===== src/rtl/wave_seq_pkg.sv =====
// Shared types for the wave_generator playlist sequencer.
package wave_seq_pkg;

    // Sequencer states; "end of list" is a decision taken on FETCH/RUN exit, not a state.
    typedef enum logic [2:0] {
        ST_IDLE   = 3'd0,
        ST_FETCH  = 3'd1,
        ST_SET_PH = 3'd2,
        ST_SET_AM = 3'd3,
        ST_RUN    = 3'd4
    } state_e;

    // Waveform codes understood by wave_generator.
    localparam logic [1:0] WAVE_SINE     = 2'd0;
    localparam logic [1:0] WAVE_SQUARE   = 2'd1;
    localparam logic [1:0] WAVE_TRIANGLE = 2'd2;
    localparam logic [1:0] WAVE_SAW      = 2'd3;

    localparam int SEQ_DUR_W  = 16;
    localparam int SEQ_DATA_W = 8;

    // One playlist entry at the default widths.
    typedef struct packed {
        logic [1:0]            waveform;
        logic [SEQ_DATA_W-1:0] phase;
        logic [SEQ_DATA_W-1:0] amplitude;
        logic [SEQ_DUR_W-1:0]  duration;
    } entry_t;

endpackage


===== src/rtl/wave_seq_table.sv =====
// Playlist storage: synchronous write, asynchronous read, cleared on reset.
module wave_seq_table
    import wave_seq_pkg::*;
#(
    parameter  int NUM_ENTRIES = 8,
    parameter  int DUR_W       = SEQ_DUR_W,
    parameter  int DATA_W      = SEQ_DATA_W,
    localparam int ADDR_W      = $clog2(NUM_ENTRIES)
) (
    input  logic              clk_i,
    input  logic              rst_i,
    input  logic              wr_en_i,
    input  logic [ADDR_W-1:0] wr_addr_i,
    input  logic [1:0]        wr_waveform_i,
    input  logic [DATA_W-1:0] wr_phase_i,
    input  logic [DATA_W-1:0] wr_amplitude_i,
    input  logic [DUR_W-1:0]  wr_duration_i,
    input  logic [ADDR_W-1:0] rd_addr_i,
    output logic [1:0]        rd_waveform_o,
    output logic [DATA_W-1:0] rd_phase_o,
    output logic [DATA_W-1:0] rd_amplitude_o,
    output logic [DUR_W-1:0]  rd_duration_o
);

    logic [1:0]        wf_q  [NUM_ENTRIES];
    logic [DATA_W-1:0] ph_q  [NUM_ENTRIES];
    logic [DATA_W-1:0] am_q  [NUM_ENTRIES];
    logic [DUR_W-1:0]  dur_q [NUM_ENTRIES];

    // Clear every entry on reset (zero duration = empty list), otherwise accept one write per cycle.
    always_ff @(posedge clk_i) begin
        if (rst_i) begin
            for (int i = 0; i < NUM_ENTRIES; i++) begin
                wf_q[i]  <= '0;
                ph_q[i]  <= '0;
                am_q[i]  <= '0;
                dur_q[i] <= '0;
            end
        end else if (wr_en_i) begin
            wf_q[wr_addr_i]  <= wr_waveform_i;
            ph_q[wr_addr_i]  <= wr_phase_i;
            am_q[wr_addr_i]  <= wr_amplitude_i;
            dur_q[wr_addr_i] <= wr_duration_i;
        end
    end

    assign rd_waveform_o  = wf_q[rd_addr_i];
    assign rd_phase_o     = ph_q[rd_addr_i];
    assign rd_amplitude_o = am_q[rd_addr_i];
    assign rd_duration_o  = dur_q[rd_addr_i];

endmodule


===== src/rtl/wave_sequencer.sv =====
// Playlist controller driving wave_generator's config interface from a small entry table.
module wave_sequencer
    import wave_seq_pkg::*;
#(
    parameter  int NUM_ENTRIES = 8,
    parameter  int DUR_W       = SEQ_DUR_W,
    parameter  int DATA_W      = SEQ_DATA_W,
    localparam int ADDR_W      = $clog2(NUM_ENTRIES)
) (
    input  logic              clk_i,
    input  logic              rst_i,
    input  logic              wr_en_i,
    input  logic [ADDR_W-1:0] wr_addr_i,
    input  logic [1:0]        wr_waveform_i,
    input  logic [DATA_W-1:0] wr_phase_i,
    input  logic [DATA_W-1:0] wr_amplitude_i,
    input  logic [DUR_W-1:0]  wr_duration_i,
    input  logic              start_i,
    input  logic              stop_i,
    input  logic              loop_i,
    input  logic              sample_valid_i,
    output logic              enable_o,
    output logic [1:0]        waveform_o,
    output logic              set_phase_strobe_o,
    output logic              set_ampl_strobe_o,
    output logic [DATA_W-1:0] data_o,
    output logic              busy_o,
    output logic [ADDR_W-1:0] entry_idx_o,
    output logic              done_strobe_o
);

    localparam logic [ADDR_W-1:0] LAST_IDX = ADDR_W'(NUM_ENTRIES - 1);

    state_e            state_q, state_d;
    logic [ADDR_W-1:0] idx_q, idx_d;
    logic [DUR_W-1:0]  cnt_q, cnt_d, dur_q, dur_d;
    logic [DATA_W-1:0] ph_q, ph_d, am_q, am_d;
    logic [1:0]        wf_q, wf_d;
    logic              finish;

    logic [1:0]        tbl_wf;
    logic [DATA_W-1:0] tbl_ph, tbl_am;
    logic [DUR_W-1:0]  tbl_dur;

    logic              enable_q, enable_d, phs_q, phs_d, ams_q, ams_d;
    logic              busy_q, busy_d, done_q, done_d;
    logic [1:0]        wave_q, wave_d;
    logic [DATA_W-1:0] data_q, data_d;

    wave_seq_table #(
        .NUM_ENTRIES (NUM_ENTRIES),
        .DUR_W       (DUR_W),
        .DATA_W      (DATA_W)
    ) u_table (
        .clk_i          (clk_i),
        .rst_i          (rst_i),
        .wr_en_i        (wr_en_i),
        .wr_addr_i      (wr_addr_i),
        .wr_waveform_i  (wr_waveform_i),
        .wr_phase_i     (wr_phase_i),
        .wr_amplitude_i (wr_amplitude_i),
        .wr_duration_i  (wr_duration_i),
        .rd_addr_i      (idx_q),
        .rd_waveform_o  (tbl_wf),
        .rd_phase_o     (tbl_ph),
        .rd_amplitude_o (tbl_am),
        .rd_duration_o  (tbl_dur)
    );

    // State, index, sample counter and the latched copy of the running entry.
    always_ff @(posedge clk_i) begin
        if (rst_i) begin
            state_q <= ST_IDLE;
            idx_q   <= '0;
            cnt_q   <= '0;
            dur_q   <= '0;
            ph_q    <= '0;
            am_q    <= '0;
            wf_q    <= '0;
        end else begin
            state_q <= state_d;
            idx_q   <= idx_d;
            cnt_q   <= cnt_d;
            dur_q   <= dur_d;
            ph_q    <= ph_d;
            am_q    <= am_d;
            wf_q    <= wf_d;
        end
    end

    // Next-state logic, including the end-of-list decision folded into FETCH/RUN exits.
    always_comb begin
        state_d = state_q;
        idx_d   = idx_q;
        cnt_d   = cnt_q;
        dur_d   = dur_q;
        ph_d    = ph_q;
        am_d    = am_q;
        wf_d    = wf_q;
        finish  = 1'b0;
        if (stop_i) begin
            state_d = ST_IDLE;
            cnt_d   = '0;
        end else begin
            unique case (state_q)
                ST_IDLE: begin
                    if (start_i) begin
                        state_d = ST_FETCH;
                        idx_d   = '0;
                    end
                end
                ST_FETCH: begin
                    wf_d  = tbl_wf;
                    ph_d  = tbl_ph;
                    am_d  = tbl_am;
                    dur_d = tbl_dur;
                    if (tbl_dur == '0) begin
                        // Empty entry 0 ends the list even when looping, so it can never spin.
                        if (loop_i && (idx_q != '0)) begin
                            idx_d = '0;
                        end else begin
                            state_d = ST_IDLE;
                            finish  = 1'b1;
                        end
                    end else begin
                        state_d = ST_SET_PH;
                    end
                end
                ST_SET_PH: state_d = ST_SET_AM;
                ST_SET_AM: state_d = ST_RUN;
                ST_RUN: begin
                    if (sample_valid_i) begin
                        if (cnt_q == dur_q - DUR_W'(1)) begin
                            cnt_d = '0;
                            if (idx_q == LAST_IDX) begin
                                if (loop_i) begin
                                    idx_d   = '0;
                                    state_d = ST_FETCH;
                                end else begin
                                    state_d = ST_IDLE;
                                    finish  = 1'b1;
                                end
                            end else begin
                                idx_d   = idx_q + ADDR_W'(1);
                                state_d = ST_FETCH;
                            end
                        end else begin
                            cnt_d = cnt_q + DUR_W'(1);
                        end
                    end
                end
                default: begin
                    state_d = ST_IDLE;
                    cnt_d   = '0;
                end
            endcase
        end
    end

    // Output values for the coming cycle, derived from the next state so the outputs can be registered.
    always_comb begin
        enable_d = (state_d == ST_RUN);
        phs_d    = (state_d == ST_SET_PH);
        ams_d    = (state_d == ST_SET_AM);
        busy_d   = (state_d != ST_IDLE);
        done_d   = finish;
        data_d   = data_q;
        wave_d   = wave_q;
        if (phs_d) begin
            data_d = ph_d;
        end else if (ams_d) begin
            data_d = am_q;
        end
        if ((state_q == ST_SET_AM) && (state_d == ST_RUN)) begin
            wave_d = wf_q;
        end
    end

    // Registered output stage.
    always_ff @(posedge clk_i) begin
        if (rst_i) begin
            enable_q <= 1'b0;
            phs_q    <= 1'b0;
            ams_q    <= 1'b0;
            busy_q   <= 1'b0;
            done_q   <= 1'b0;
            data_q   <= '0;
            wave_q   <= '0;
        end else begin
            enable_q <= enable_d;
            phs_q    <= phs_d;
            ams_q    <= ams_d;
            busy_q   <= busy_d;
            done_q   <= done_d;
            data_q   <= data_d;
            wave_q   <= wave_d;
        end
    end

    assign enable_o           = enable_q;
    assign waveform_o         = wave_q;
    assign set_phase_strobe_o = phs_q;
    assign set_ampl_strobe_o  = ams_q;
    assign data_o             = data_q;
    assign busy_o             = busy_q;
    assign entry_idx_o        = idx_q;
    assign done_strobe_o      = done_q;

endmodule


===== config.mk =====
export PLATFORM = sky130hd
export DESIGN_NAME = wave_sequencer
export DESIGN_NICKNAME = d
export VERILOG_FILES = /design/src/rtl/wave_seq_pkg.sv /design/src/rtl/wave_seq_table.sv /design/src/rtl/wave_sequencer.sv
export SDC_FILE = /design/constraint.sdc
export NUM_CORES = 1
export LEC_CHECK = 0
export CAP_MARGIN = 20
export CORE_AREA = 4 4 140 243
export DETAILED_ROUTE_END_ITERATION = 12
export DIE_AREA = 0 0 144 247
export PLACE_DENSITY = 0.7
export SLEW_MARGIN = 20
export SYNTH_ARGS = -nofsm -noshare
export SYNTH_HDL_FRONTEND = slang
export SYNTH_HIERARCHICAL = 1
export SYNTH_SLANG_ARGS = --single-unit

===== constraint.sdc =====
create_clock -name clk_i -period 7.1 [get_ports clk_i]
set_input_delay 2.13 -clock clk_i [delete_from_list [all_inputs] [get_ports clk_i]]
set_output_delay 2.13 -clock clk_i [all_outputs]
set_load 0.01 [all_outputs]

==> flow_metrics.tcl <==
set metrics [dict create \
    drv_slew 0 \
    synth_cell_type_count 67 \
    startpoint "wr_en_i" \
    ctsResizeCount 0 \
    clk_path_buf_depth 3 \
    slew_headroom 0.287 \
    num_vias 9991 \
    clock_skew_ns 0.00816 \
    nets 1268 \
    ant_nets 0 \
    yosysTopAreaCellShare 0.516 \
    n_antenna_cell 0 \
    grt_pass1_wl_um 56600 \
    crit_end "u_table/dur_q[5][2]$_SDFFCE_PN0P_" \
    synthesis.nets 1261 \
    vias_per_cell 6.08 \
    io_pins 62 \
    design_area_um2 17700 \
    maxCapViolCount 0 \
    async_reset_ff_frac 0 \
    grt_start_max_net_pins 74 \
    ys_seq_area_frac 0.606 \
    cts_setup_buffers 0 \
    whs_path_depth 2 \
    grtUsageTotal 0.206 \
    core_area_um2 32100 \
    crit_type "input port to flip-flop" \
    rr_endpoint "data_o[4]$_SDFFE_PP0P_" \
    crit_required_ns 7.38 \
    hold_path_class "flip-flop to flip-flop" \
    clkSinkCount 343 \
    antenna_found_initial 0 \
    numPortBuffers 61 \
    cp.depth 5 \
    grt_pass1_vias 10200 \
    place.detailed.hpwl_um 22300 \
    cts_root_buf "clkbuf_16" \
    ys_warn_count 6 \
    synth_seq_cells 343 \
    synth-edff-count 272 \
    rows 87 \
    status "finished, final reports clean" \
    routed_wl_um 36400 \
    cp-start-kind "input port" \
    cp_cell_sequence "clkdlybuf4s50_1 -> nand3b_1 -> buf_4 -> buf_4 -> nor3_1" \
    synth_top_flop_cell "edfxtp_1" \
    ir_worst_vdd_v 0.000190 \
    cp_max_fo 68 \
    initial_utilization 0.493 \
    path_buf_inv 3 \
    clk_transition_reported_paths_ns 0.07 \
    finalWorstSetupSlack_ns 2.33 \
    fp.dieH_um 247 \
    slowest_delay_ns 0.76 \
    area_growth_pct 11.7 \
    powerDensity_nw_per_um2 240 \
    dr.first_iter.drc_count 739 \
    synth_area_um2 15800 \
    setup_viol 0 \
    yosysMostFrequentCell "nor3_1" \
    final.setup.tns_ns 0 \
    cts_tree "built" \
    pre_cts_slack_ns 1.80 \
    rr_worst_depth 10 \
    fmax_mhz 209 \
    first_pass_iters 5 \
    yosys.area.top_type "edfxtp_1" \
    gp_congestion 0.826 \
    synthTopCellsByCount "nor3_1 (283), edfxtp_1 (272), nand2_1 (84)" \
    grt_overflow 0 \
    clk_latency_ns 0.57 \
    cp_top_family "buffers and inverters" \
    holdBufCountCts 0 \
    cp.arrival_ns 5.05 \
    synthCells 1212 \
    rrSetupSlack_ns 3.07 \
    avgSynthCellArea_um2 13.1 \
    finalCriticalPeriod_ns 4.77 \
    hold_ws_ns 0.461 \
    drive_above_1_share 0.156 \
    r2r_start "entry_idx_o[2]$_SDFFE_PP0P_" \
    wl_per_cell_um 22.1 \
    dieArea_um2 35600 \
    synthTopCellsByArea "edfxtp_1 (52%), dfxtp_1 (9.0%), nor3_1 (8.9%)" \
    rsz0062_at_grt "no" \
    die_w_um 144 \
    endpoint_kind "flip-flop" \
    detailed_place.area_um2 16700 \
    cp_common_cell "buf_4" \
    cts_buffers 30 \
    cpMaxStageDelayCell "nand3b_1" \
    htreeDepth 1 \
    route.detailed.drc 0 \
    leakage_nw 5.48 \
    hold_viol_final 0 \
    tightest_slew_ns 1.07 \
    finalCritPeriodShare 0.672 \
]
==> through the flow <==
stage	util	instances	power, W
after floorplan	-	1212	0.00252
after global placement	0.520	1587	0.00263
after global routing	0.551	1643	0.00439
final	0.551	1643	0.00426
after detailed placement	0.520	1587	0.00264
after CTS	0.551	1643	0.00428
==> logic make-up after synthesis <==
group	after synthesis	synth area share
and+or+nand+nor	481	0.160
muxes	115	0.136
adders and majority gates	5	0.00395
DFF	343	0.606
buffers and inverters	156	0.0431
AOI/OAI and AO/OA	85	0.0360
xor gates and xnor gates	27	0.0158
==> power by group <==
group	switching, W	internal, W
combinational	0.000193	0.000106
sequential	0.0000297	0.00227
clock	0.000715	0.000943
==> layout by cell type, fill, tap and decap left out, drive strengths merged, types with 3 or more instances in the layout <==
cell             n
a211o            3
a21o             3
a21oi           33
and3             4
buf             23
bufinv           4
clkbuf          38
clkdlybuf4s50   59
clkinv          48
dfxtp           71
edfxtp         272
ha               5
inv             15
mux2            35
mux2i           12
mux4            68
nand2           84
nand2b          10
nand3            9
nand3b           6
nand4           10
nor2            25
nor2b            4
nor3           283
nor4            21
nor4b            6
o211ai           3
o21a             4
o21ai            6
o21bai           8
o221ai           7
o311a            3
o31ai            3
or3              3
xnor2           11
xor2            15
==> cell type report <==
type	instances	area [µm²]
Inverter	49	184
Clock buffer	38	802
Clock inverter	18	186
Tap cell	400	500
Fill cell	2595	14400
Timing Repair Buffer	82	758
Sequential cell	343	9600
Multi-Input combinational cell	713	5670
==> per-layer routing <==
metal	GRT usage	up-vias	wire length, µm
met3	0.0275	79	1840
met1	0.249	4994	13700
met4	0.0773	0	1340
met5	0	-	0
li1	-	4617	-
met2	0.370	301	19500
==> worst register-to-register path: stages, from the launching register on <==
cell and delay [ns]:
dfxtp_2 0.32, buf_4 0.43, buf_4 0.60, mux4_2 0.45, mux2_4 0.29, nor4_1 0.36
nand4_1 0.38, o32ai_1 0.45, nand2_1 0.17, nand2_1 0.30, o221ai_1 0.15
==> how the worst min path moves through the flow <==
stage,slack [ns],start,endpoint
after floorplan,0.44,wf_q[0]$_SDFFE_PP0P_,wf_q[0]$_SDFFE_PP0P_
after global placement,0.44,am_q[0]$_SDFFE_PP0P_,am_q[0]$_SDFFE_PP0P_
after detailed placement,0.46,data_o[2]$_SDFFE_PP0P_,data_o[2]$_SDFFE_PP0P_
after CTS,0.47,am_q[0]$_SDFFE_PP0P_,am_q[0]$_SDFFE_PP0P_
after global routing,0.48,am_q[0]$_SDFFE_PP0P_,am_q[0]$_SDFFE_PP0P_
final,0.46,am_q[6]$_SDFFE_PP0P_,am_q[6]$_SDFFE_PP0P_
==> registers in the layout, indices dropped and copies added (netlist names) <==
signal and flops:
data_o 8, wf_q 2, dur_q 16, am_q 8, u_table/ph_q 64, u_table/dur_q 128
ph_q 8, set_ampl_strobe_o 1, u_table/wf_q 16, busy_o 1, set_phase_strobe_o 1, cnt_q 16
waveform_o 2, enable_o 1, state_q 3, done_strobe_o 1, u_table/am_q 64, entry_idx_o 3
Power figures use the tool's default switching activity.
